**config.mk**
```make
export PLATFORM = sky130hd
export DESIGN_NAME = obstacle_spawner
export DESIGN_NICKNAME = d
export VERILOG_FILES = /design/src/rtl/dino_pkg.sv /design/src/rtl/tick_down_counter.sv /design/src/rtl/obstacle_spawner.sv
export SDC_FILE = /design/constraint.sdc
export NUM_CORES = 1
export LEC_CHECK = 0
export BUFFER_PORTS_ARGS = -buffer_cell sky130_fd_sc_hd__clkbuf_2
export CORE_MARGIN = 10
export CORE_UTILIZATION = 25
export DETAILED_ROUTE_END_ITERATION = 8
export GPL_TIMING_DRIVEN = 1
export SLEW_MARGIN = 10
export SYNTH_ARGS = -nofsm -noshare
export SYNTH_HDL_FRONTEND = slang
export SYNTH_HIERARCHICAL = 1
export SYNTH_SLANG_ARGS = --single-unit
```
**constraint.sdc**
```tcl
create_clock -name clk -period 2.54 [get_ports clk]
set_input_delay 0.127 -clock clk [delete_from_list [all_inputs] [get_ports clk]]
set_output_delay 0.127 -clock clk [all_outputs]
set_load 0.02 [all_outputs]
```
**src/rtl/dino_pkg.sv**
```systemverilog
// dino_pkg: shared FSM encoding and gap-counter constants for the obstacle spawner.
package dino_pkg;
    typedef enum logic [1:0] {IDLE = 2'd0, LOAD = 2'd1, WAIT = 2'd2, SPAWN = 2'd3} state_t;
    localparam int DELAY_W = 12;
    localparam logic [3:0] GAP_LSB_FILL = 4'b1111;
endpackage

```
**src/rtl/tick_down_counter.sv**
```systemverilog
// tick_down_counter: loadable down counter that steps on tick and stops at zero.
module tick_down_counter #(
    parameter int W = 12
) (
    input  logic         clk,
    input  logic         reset,
    input  logic         load,
    input  logic         tick,
    input  logic         clear,
    input  logic [W-1:0] load_val,
    output logic [W-1:0] count,
    output logic         zero
);
    assign zero = count == '0;
    always_ff @(posedge clk or posedge reset)
        if (reset) count <= '0;
        else if (clear) count <= '0;
        else if (load) count <= load_val;
        else if (tick && !zero) count <= count - W'(1);
endmodule

```
**src/rtl/obstacle_spawner.sv**
```systemverilog
// obstacle_spawner: paces obstacle spawns with a random gap counted in frame ticks.
module obstacle_spawner
    import dino_pkg::*;
#(
    parameter int DELAY_W = dino_pkg::DELAY_W,
    parameter int CNT_W   = 8
) (
    input  logic               clk,
    input  logic               reset,
    input  logic               en,
    input  logic               tick,
    input  logic [3:0]         rnd,
    output logic               gen_en,
    output logic               spawn,
    output logic               obstacle_type,
    output logic [DELAY_W-1:0] delay_cnt,
    output logic [CNT_W-1:0]   spawn_count,
    output logic [1:0]         state
);
    state_t st, st_next;
    logic   zero;
    always_ff @(posedge clk or posedge reset)
        if (reset) st <= IDLE;
        else st <= st_next;
    // en low always wins, including over an expiring gap
    always_comb begin
        st_next = st;
        case (st)
            IDLE:  st_next = en ? LOAD : IDLE;
            LOAD:  st_next = en ? WAIT : IDLE;
            WAIT:  st_next = !en ? IDLE : (tick && zero) ? SPAWN : WAIT;
            SPAWN: st_next = en ? LOAD : IDLE;
        endcase
    end
    tick_down_counter #(.W(DELAY_W)) gap_cnt (
        .clk      (clk),
        .reset    (reset),
        .load     (st == LOAD && en),
        .tick     (st == WAIT && en && tick),
        .clear    (st != IDLE && !en),
        .load_val (DELAY_W'({rnd, GAP_LSB_FILL})),
        .count    (delay_cnt),
        .zero     (zero)
    );
    always_ff @(posedge clk or posedge reset)
        if (reset) obstacle_type <= 1'b0;
        else if (st == LOAD && en) obstacle_type <= rnd[0];
    always_ff @(posedge clk or posedge reset)
        if (reset) spawn_count <= '0;
        else if (st == SPAWN && spawn_count != '1) spawn_count <= spawn_count + CNT_W'(1);
    assign gen_en = st == LOAD;
    assign spawn  = st == SPAWN;
    assign state  = st;
endmodule

```
### After elaboration in Yosys (flattened, before gate mapping)

Cells that the tools add are included.

| word-level totals | value |
|---|---|
| bits in read-only memories | 0 |
| RAM bits | 0 |
| bits in latches | 0 |
| bits in registers | 23 |
| memories kept | 0 |
| input port bits | 8 |

| cells by class | value |
|---|---|
| shifts and indexed selects | 0 |
| divide/modulo/power cells | 0 |
| equality and inequality tests | 4 |
| multiply operators | 0 |
| reduce and logical (&&, ||, !) cells | 14 |
| bitwise operators | 0 |
| multiplexer cells | 8 |
| $lt $le $gt $ge | 0 |
| $add $sub $neg | 2 |

Operators with widths:

| operator | count |
|---|---|
| 12-bit two-way mux | 3 |
| 12-bit logical NOT | 1 |
| 12-bit by 1-bit subtractor with 12-bit output, second input constant | 1 |
| 8-bit by 1-bit adder with 8-bit output, second input constant | 1 |
| 8-bit inequality test, second input constant | 1 |
| 1-bit logical AND | 7 |
| 2-bit one-hot mux with 3 select lines | 1 |
| 2-bit == test, second input constant | 2 |
| 2-bit two-way mux | 2 |
| 3-bit nonzero test | 1 |
| 2-bit by 1-bit == test with 1-bit output, second input constant | 1 |
| 1-bit logical NOT | 2 |
| 2-bit logical NOT | 1 |
| 1-bit two-way mux | 2 |
| 2-bit nonzero test | 1 |
| 2-bit OR reduction | 1 |

### Depth between registers and ports, before layout

Gate-level depths: netlist of the first run.

| depth | value |
|---|---|
| depth in word-level cells | 7 |
| mapped depth | 8 |
| gate-level depth less buffers | 7 |

### Modules after synthesis

The synthesis of the first run kept the hierarchy.

Modules (own cells, without submodules):

| module | area each (um2) | seq. area each (um2) | times used | cells each |
|---|---|---|---|---|
| tick_down_counter | 843.3 | 300.3 | 1 | 90 |
| obstacle_spawner | 611.8 | 275.3 | 1 | 55 |

### Least setup slack after synthesis of the first run

Ideal clock, no wire load.

| timing path | value |
|---|---|
| kind | reg2reg |
| start | register st[1] (netlist: state[1]) |
| end | register gap_cnt.count[3] |
| path buffers | 2 |
| path slack | 0.501 ns |
| stages on the path, launching flop included | 8 |
| data arrival time | 1.939 ns |
| setup time | 0.099 ns |
| cells stage by stage | dfrtp_1 > inv_1 > ha_1 > and2_1 > clkbuf_1 > clkinv_1 > buf_1 > a311oi_1 |

RTL lines:

| what | line | text |
|---|---|---|
| from (decl) | obstacle_spawner.sv:20 | `state_t st, st_next;` |
| from (signal assigned) | obstacle_spawner.sv:24 | `else st <= st_next;` |
| 2-bit by 1-bit == test with 1-bit output (*) | n/a |  |
| net gen_en | obstacle_spawner.sv:13 | `output logic gen_en,` |
| 1-bit logical AND (*) | obstacle_spawner.sv:38 | `.load (st == LOAD && en),` |
| 12-bit two-way mux | tick_down_counter.sv:18 | `else if (load) count <= load_val;` |
| 12-bit two-way mux | tick_down_counter.sv:17 | `else if (clear) count <= '0;` |
| to (signal assigned) | tick_down_counter.sv:18 |  |
| to (signal assigned) | tick_down_counter.sv:19 | `else if (tick && !zero) count <= count - W'(1);` |
| to (decl) | tick_down_counter.sv:11 | `output logic [W-1:0] count,` |

The timed path passes the listed nets; every way through them passes the cells marked *.
A chain may end at the register's enable or synchronous reset.

### Worst setup path in the final report of the first run

| timing path | value |
|---|---|
| start | register st[0] (netlist: state[0]) |
| end | register gap_cnt.count[6] |

| on the way | value |
|---|---|
| word-level cells in the longest chain between the ends | 5 |

RTL lines:

| what | line | text |
|---|---|---|
| 2-bit == test | obstacle_spawner.sv:39 | `.tick (st == WAIT && en && tick),` |
| 1-bit logical AND (2 in series) | obstacle_spawner.sv:39 |  |
| 1-bit logical AND | tick_down_counter.sv:19 |  |
| 3-bit nonzero test (no source line) | n/a |  |

Several ways; a longest one is shown, not always the timed one.

==> impl_metrics.toml, run 1 <==
[placement]
placement.io_buffers = 32
post-dp-hpwl_um = 2780
place_area_um2 = 1740
place_ws_ps = 520
gp_congestion = 0.770

[min_path]
min_to = "gap_cnt/count[5]"
hp-class = "input pin to register"
min-delay-start = "rnd[1]"
whs_path_depth = 3

[synth]
netlist_instances = 145
ys_ff_latch = 23
syn_avg_cell_area_um2 = 10.0
yosys_warnings = 6
synth_cell_types = 49
synth_ff_type = "dfrtp_1"
syn_area_um2 = 1460
seq_area_frac_synth = 0.396
synth_edf_count = 0
async_reset_ff_frac = 1.00

[worst_setup_path]
cp.arrival_ps = 2160
reg2reg_to = "gap_cnt/count[6]"
criticalPathCategory = "register to register"
critPathCaptureType = "register"
crit_fanout = 6
rr_worst_depth = 7
cpLargestDelayFamily = "simple AND/OR/NAND/NOR gates"
critical_path.cell_chain = "inv_1 > ha_1 > and3_1 > nand2_1 > or4b_1 > a21oi_1 > a221oi_1"
worstPathRequired_ps = 2680
startpoint_type = "register"
r2r_slack_ps = 510
path_buf_inv = 1
timing.rr.start = "state[0]"
slowest_stage = "or4b_1"
slowest_delay_ps = 520

[floorplan]
die_h_um = 96.3
die_w_um = 96.3
num_io_pins = 33
num_rows = 27
coreArea_um2 = 5570
start_util = 0.261
die-area_um2 = 9270

[clocking]
cts_max_level = 1
cts.sinks = 23
clock_path_buffers = 2
insertion_delay_ps = 270
cts_buffers = 3
cts_root_buf = "clkbuf_8"
cts_resized = 0
cts_tree = "done"
clkTransAtPathRegs_ps = 90

[detailed_routing]
drt-total-wl_um = 3590
drc = 0
vias = 1260
detail_route.wl_per_cell_um = 13.8
ant_nets = 0
firstDrtPassIters = 4
vias_per_cell = 4.85
drtIter0Drc = 54

[global_routing]
overflow = 0
grt_pass1_wl_um = 5980
grt_pass1_vias = 1223
grt_max_degree = 14
track_usage = 0.0819
antenna_found_initial = 0

[final_layout]
mostFrequentLayoutCells = "clkbuf_2 (32), dfrtp_1 (23), nor2_1 (14), inv_1 (9)"
syn2layout_area_growth_pct = 23.4
insertedDiodeCount = 0
drive_gt1_frac = 0.293
final_common_cell = "clkbuf_2"
utilization = 0.322
fin_nets = 205
design_area_um2 = 1800

[timing]
finalSetupTns_ps = 0
finalHoldViolCount = 0
fmax_mhz = 494
clock_skew_ps = 1.79
slew_viol_final = 0
worst_pin_slew_ps = 598
slew_headroom = 0.600
rsz0062_at_grt = "false"
finalSetupViolations = 0
fin_crit_sh = 0.797
fin_ws_ps = 515
period_needed_ps = 2030

[pwr]
p_total_uw = 1910
ir_drop_mv = 0.643
powerDensity_nw_per_um2 = 1060
leakage_uw = 0.000807

[job]
cap_violations = 0

[run_status]
status = "finished, final reports clean"
worst register-to-register path, cell delays in order, from the launching register on:
cell and delay (ps):
dfrtp_1 440, inv_1 100, ha_1 160, and3_1 280
nand2_1 150, or4b_1 520, a21oi_1 160, a221oi_1 90
per-layer routing:
layer	up-vias	GRT usage	part of all wire	routed length, µm
met4	0	0.0169	0.0028	10
li1	620	-	-	-
met2	32	0.129	0.43	1540
met5	-	0	0	0
met3	3	0.0319	0.089	318
met1	605	0.104	0.48	1720
report_power, final:
group / leakage, µW / internal, µW / switching, µW
sequential: 0.000297 / 494 / 206
combinational: 0.000485 / 394 / 578
clock: 0.0000255 / 110 / 130
flip-flops by register name, indices dropped and copies added, names as in the netlist:
register / count
gap_cnt/count: 12
spawn_count: 8
state: 2
obstacle_type: 1
cell usage after synthesis (2+ instances only):
cell type  count  share of area
or3_1          3          0.013
xnor2_1        3          0.018
or4_1          3          0.015
mux2_2         3          0.023
nand4_1        4          0.017
and3_1         4          0.017
nand3_2        3          0.021
nand2b_1       3          0.013
a311oi_1       4          0.024
o21a_1         2          0.010
a211oi_1       2          0.010
nand2_1        7          0.018
a221oi_1       2          0.012
conb_1         2         0.0052
nor2_1        14          0.036
o31ai_1        4          0.021
dfrtp_1       23           0.40
nand3_1        3          0.010
ha_1           8          0.069
inv_1          9          0.023
or4b_1         2          0.014
a311oi_2       2          0.021
clkbuf_1       2         0.0052
nor4_1         3          0.013
nor4_4         2          0.029
a21oi_1        5          0.017
per-stage QoR:
step | instances | hold WS, ps
2_1_floorplan | 151 | -20.6
3_3_place_gp | 255 | 150
3_5_place_dp | 255 | 158
4_1_cts | 260 | 88.0
5_1_grt | 260 | 95.9
6_report | 260 | 91.5
final cells by class:
cell class | count | area [µm²]
fillers | 602 | 3780
multi-input cells | 115 | 853
flip-flops and latches | 23 | 576
repair buffers | 36 | 193
well taps | 72 | 90.1
clock buffers | 3 | 41.3
inverters | 10 | 37.5
clock inverters | 1 | 5.00
what timing repair did:
action / 4_1_cts / 5_1_grt
buffers inserted: 0 / 0
endpoints found under the hold margin: 23 / 0
hold buffers: 1 / 0
logic make-up (layout without fill, tap and decap cells):
group                      after synthesis  in the layout  synth area share
buffers and inverters                   13             50            0.0335
and+or+nand+nor                         61             61             0.272
DFF                                     23             23             0.396
xor gates and xnor gates                 3              3            0.0181
muxes                                    6              6            0.0481
AOI/OAI and AO/OA                       29             29             0.159
adders and majority gates                8              8            0.0688
other                                    2              8           0.00516
worst max path at each step:
stage                        start               end  slack (ps)  cells after the start
after floorplan           state[1]  gap_cnt/count[3]         500                      7
after global placement    state[0]  gap_cnt/count[6]         550                      7
after detailed placement  state[0]  gap_cnt/count[6]         520                      7
after CTS                 state[0]  gap_cnt/count[6]         500                      7
after global routing      state[0]  gap_cnt/count[6]         360                      7
final                     state[0]  gap_cnt/count[6]         510                      7
(Power assumes the default switching activity.)
==> run 2, diff against run 1 <==
--- a/config.mk
+++ b/config.mk
@@ -5,6 +5,7 @@
 export SDC_FILE = /design/constraint.sdc
 export NUM_CORES = 1
 export LEC_CHECK = 0
+export ABC_AREA = 1
 export BUFFER_PORTS_ARGS = -buffer_cell sky130_fd_sc_hd__clkbuf_2
 export CORE_MARGIN = 10
 export CORE_UTILIZATION = 25
==> constraint.sdc (replaced) <==
create_clock -name clk -period 1.9 [get_ports clk]
set_input_delay 0.095 -clock clk [delete_from_list [all_inputs] [get_ports clk]]
set_output_delay 0.095 -clock clk [all_outputs]
set_load 0.02 [all_outputs]
==> impl_metrics.toml, run 2 <==
[run_status]
status = "finished, final reports clean"

[synth]
seq_area_frac_synth = 0.365
ys_top_cells_by_count = "nand2_1 (71), inv_1 (28), dfrtp_1 (23)"
yosysTopAreaCell = "dfrtp_1"
syn_area_um2 = 1580
ys_top_cells_by_area = "dfrtp_1 (37%), nand2_1 (17%), inv_1 (6.7%)"
yosys_warnings = 6
ys_ff_latch = 23
netlist_instances = 226
synth_edf_count = 0
syn_avg_cell_area_um2 = 6.97
synth_ff_type = "dfrtp_1"
yosysMostFrequentCell = "nand2_1"
async_reset_ff_frac = 1.00
synth_cell_types = 32
synth_top_area_share = 0.365

[floorplan]
die_w_um = 99.4
die_h_um = 99.4
start_util = 0.261
coreArea_um2 = 6030
num_rows = 28
die-area_um2 = 9880
num_io_pins = 33

[clocking]
clock_path_buffers = 2
cts_buffers = 3
post_cts_buffers = 0
cts_root_buf = "clkbuf_8"
insertion_delay_ps = 270
cts_max_level = 1
clkTransAtPathRegs_ps = 90
cts.sinks = 23
cts_tree = "done"

[detailed_routing]
drc = 0
firstDrtPassIters = 4
detail_route.wl_per_cell_um = 12.1
vias_per_cell = 4.38
vias = 1501
drt-total-wl_um = 4140
drtIter0Drc = 47
ant_nets = 0

[pwr]
p_comb_frac = 0.597
swShare = 0.525
p_seq_frac = 0.292
intPower_uw = 1380
ir_drop_mv = 0.726
powerDensity_nw_per_um2 = 1530
p_sw_uw = 1530
clockPowerShare = 0.111
leakage_uw = 0.00102
p_total_uw = 2920

[worst_setup_path]
reg2reg_to = "gap_cnt/count[1]"
cp.arrival_ps = 1830
slowest_stage = "dfrtp_1"
slowest_delay_ps = 420
rr_worst_depth = 8
criticalPathCategory = "register to register"
worstPathRequired_ps = 2090
path_buf_inv = 3
cpMostUsedCell = "nand2_1"
timing.rr.start = "state[1]"
cpLargestDelayFamily = "flip-flops"
critPathCaptureType = "register"
crit_fanout = 18
r2r_slack_ps = 270
startpoint_type = "register"
critical_path.cell_chain = "inv_1 > ha_1 > nand2_1 > inv_1 > inv_4 > nand2_1 > nand2_1 > o21ai_0"

[final_layout]
largest_register_ffs = 12
utilization = 0.316
syn2layout_area_growth_pct = 20.9
fin_nets = 285
mostFrequentLayoutCells = "nand2_1 (71), clkbuf_2 (32), inv_1 (28), dfrtp_1 (23), nor2_1 (20)"
final_common_cell = "nand2_1"
largest_register = "gap_cnt/count"
drive_gt1_frac = 0.201
finalNonFillerCells = 343
insertedDiodeCount = 0

[global_routing]
grt_pass1_wl_um = 7220
track_usage = 0.0860
grt_pass1_vias = 1518
overflow = 0
grt_max_degree = 19
antenna_found_initial = 0

[timing]
fin_crit_sh = 0.860
finalHoldViolCount = 0
fmax_mhz = 612
worst_pin_slew_ps = 535
clock_skew_ps = 4.55
finalSetupTns_ps = 0
period_needed_ps = 1630
slew_headroom = 0.643
rsz0062_at_grt = "false"
whs_ps = 44.2
slew_viol_final = 0
finalSetupViolations = 0

[placement]
dp_cells = 338
post-dp-hpwl_um = 3240
placement.io_buffers = 32
gp_congestion = 0.769

[min_path]
min-delay-start = "rnd[0]"
min_to = "obstacle_type"
whs_path_depth = 3
hp-class = "input pin to register"

[job]
cap_violations = 0
-- run 2: cell types whose count changed after synthesis, moves of 4 or more --
cell,delta
nand2_1,+64
a311oi_1,-4
inv_1,+19
nor2_1,+6
o31ai_1,-4
and3_1,-4
o21ai_0,+18
nand3_1,+10
-- run 2: how the worst max path moves through the flow --
stage	from	end	slack (ps)	depth (start not counted)
after floorplan	state[1]	gap_cnt/count[5]	110	11
after global placement	state[1]	gap_cnt/count[0]	260	8
after detailed placement	state[1]	gap_cnt/count[3]	260	8
after CTS	state[1]	gap_cnt/count[3]	250	8
after global routing	state[0]	gap_cnt/count[1]	100	8
final	state[1]	gap_cnt/count[1]	270	8
-- run 2: cell families after synthesis --
logic type | after synthesis | share of synthesized area
mux | 1 | 0.00635
fa+ha+maj | 8 | 0.0635
buf+inv | 34 | 0.0850
xor+xnor | 2 | 0.0111
simple gates | 125 | 0.361
other cells | 2 | 0.00477
compound gates | 31 | 0.102
flops | 23 | 0.365
-- run 2: timing repair --
item | 4_1_cts | 5_1_grt
hold endpoints to repair | 23 | 0
hold buffers | 1 | 0
gates resized for setup | 0 | 0
-- run 2: area by class of cell --
type / count / area, µm²
Clock buffer: 4 / 45.0
Fill cell: 684 / 4120
Inverter: 32 / 124
Multi-Input combinational cell: 175 / 888
Sequential cell: 23 / 576
Tap cell: 75 / 93.8
Timing Repair Buffer: 34 / 178
-- run 2: tightest hold or removal path, stage by stage --
cell      delay, ps
clkbuf_2         90
nand2_1          50
nand2_1          50
-- run 2: per-stage QoR --
step / setup slack (ps) / instance area (µm²)
3_3_place_gp: 258 / 1850
5_1_grt: 99.0 / 1900
4_1_cts: 247 / 1900
2_1_floorplan: 110 / 1600
6_report: 266 / 1900
3_5_place_dp: 265 / 1850
-- run 2: per-layer routing --
layer,GRT usage,share of wire
met5,0,0
met4,0.0154,0.0051
met3,0.0325,0.068
met2,0.138,0.44
met1,0.108,0.48
-- run 2: power by group through the flow --
| stage | combinational, µW | clock [µW] | sequential [µW] |
|---|---|---|---|
| after floorplan | 1110 | 0 | 1000 |
| after global placement | 1740 | 0 | 857 |
| after detailed placement | 1750 | 0 | 859 |
| after CTS | 1760 | 341 | 851 |
| after global routing | 2010 | 366 | 888 |
| final | 1740 | 323 | 852 |
==> run 3, diff against run 2 <==
--- a/config.mk
+++ b/config.mk
@@ -8,9 +8,10 @@
 export ABC_AREA = 1
 export BUFFER_PORTS_ARGS = -buffer_cell sky130_fd_sc_hd__clkbuf_2
 export CORE_MARGIN = 10
-export CORE_UTILIZATION = 25
+export CORE_UTILIZATION = 44
 export DETAILED_ROUTE_END_ITERATION = 8
 export GPL_TIMING_DRIVEN = 1
+export PLACE_DENSITY = 0.66
 export SLEW_MARGIN = 10
 export SYNTH_ARGS = -nofsm -noshare
 export SYNTH_HDL_FRONTEND = slang
==> impl_metrics.toml, run 3 (same netlist as run 2, synthesis figures left out) <==
[run_status]
status = "finished, final reports clean"

[pwr]
powerDensity_nw_per_um2 = 1520
leakage_uw = 0.00101
ir_drop_mv = 0.778

[final_layout]
design_area_um2 = 1850
mostFrequentLayoutCells = "nand2_1 (71), clkbuf_2 (32), inv_1 (28), dfrtp_1 (23), nor2_1 (20)"
largest_register_ffs = 12
largest_register = "gap_cnt/count"
insertedDiodeCount = 0
drive_gt1_frac = 0.205
multi_input_area_um2 = 888
regArea_um2 = 576
syn2layout_area_growth_pct = 17.6
fin_nets = 285
final_common_cell = "nand2_1"
fillers = 344

[timing]
slew_headroom = 0.654
worst_pin_slew_ps = 519
period_needed_ps = 1630
fmax_mhz = 614
rsz0062_at_grt = "false"
clock_skew_ps = 6.78
fin_ws_ps = 270
finalSetupTns_ps = 0
finalSetupViolations = 0
slew_viol_final = 0
finalHoldViolCount = 0
fin_crit_sh = 0.858

[worst_setup_path]
worstPathRequired_ps = 2160
criticalPathCategory = "register to register"
timing.rr.start = "state[0]"
critPathCaptureType = "register"
crit_fanout = 5
startpoint_type = "register"
crit_start = "state[0]"
cp.arrival_ps = 1890

[global_routing]
overflow = 0
grt_max_degree = 19
grt_pass1_wl_um = 6520
grt_pass1_vias = 1331
track_usage = 0.124
antenna_found_initial = 0

[clocking]
cts.sinks = 23
post_cts_buffers = 0
cts_root_buf = "clkbuf_4"
insertion_delay_ps = 320
cts_max_level = 1
cts_tree = "done"
clkTransAtPathRegs_ps = 140
clock_path_buffers = 2
cts_buffers = 3

[floorplan]
coreArea_um2 = 3390
die-area_um2 = 6370
die_h_um = 79.8
die_w_um = 79.8
num_rows = 21
num_io_pins = 33
start_util = 0.465

[placement]
post-dp-hpwl_um = 3080
gp_congestion = 0.837
placement.io_buffers = 32
place_ws_ps = 279
place_area_um2 = 1810

[job]
cap_violations = 0

[detailed_routing]
vias_per_cell = 4.74
detail_route.wl_per_cell_um = 12.4
drc = 0
vias = 1488
drt-total-wl_um = 3900
firstDrtPassIters = 4
ant_nets = 0
drtIter0Drc = 91

[min_path]
hp-class = "input pin to register"
min-delay-start = "rnd[0]"
run 3: changes by cell type in the layout (fill, tap and decap cells not counted), sizes merged:
cell	delta
clkinvlp	+1
clkbuf	-1
run 3: through the flow:
step	utilization	cells	hold slack (ps)	power (µW)
CTS	0.547	314	5.50	2840
global route	0.547	314	12.6	3130
floorplan	-	232	-52.6	2110
detailed placement	0.535	309	121	2590
global placement	0.535	309	114	2580
finish	0.547	314	12.3	2820
run 3: final timing paths:
path | end | slack [ps] | depth (start not counted)
min in group asynchronous | spawn_count[2] | 300 | 3
worst min-delay path | obstacle_type | 10 | 3
worst min register to register | obstacle_type | 500 | 2
worst max-delay path | gap_cnt/count[0] | 270 | 8
worst max register to register | gap_cnt/count[0] | 270 | 8
max in group asynchronous | gap_cnt/count[4] | 1230 | 3
run 3: worst max-delay path, stage by stage (launching register included):
cell and delay, ps:
dfrtp_1 450, inv_1 100, ha_1 150, nand2_1 60, nor2_1 190, nand2_2 120, nand2_1 150, nand2_1 150
o21ai_0 190
run 3: power breakdown:
group          switching [µW]  internal [µW]  total (µW)
Sequential                205            645         850
Combinational            1130            586        1720
Clock                     164           80.5         245
Total                    1500           1310        2820
run 3: what timing repair did:
item / CTS / global route
resized for setup: 0 / 0
endpoints found under the hold margin: 23 / 0
hold buffers: 1 / 0
run 3: routing by layer:
layer	vias to the layer above	part of all wire	GRT usage
met5	-	0	0
met4	0	0.0036	0.0264
met3	2	0.053	0.0270
met2	32	0.44	0.199
met1	666	0.50	0.166
li1	788	-	-
run 3: area by class of cell:
| cell class | count | share of cell area |
|---|---|---|
| tap | 46 | 0.0311 |
| sequential | 23 | 0.311 |
| clock inverter | 1 | 0.00405 |
| multi-input combinational | 175 | 0.479 |
| clock buffer | 3 | 0.0122 |
| inverter | 32 | 0.0668 |
| timing repair buffer | 34 | 0.0959 |
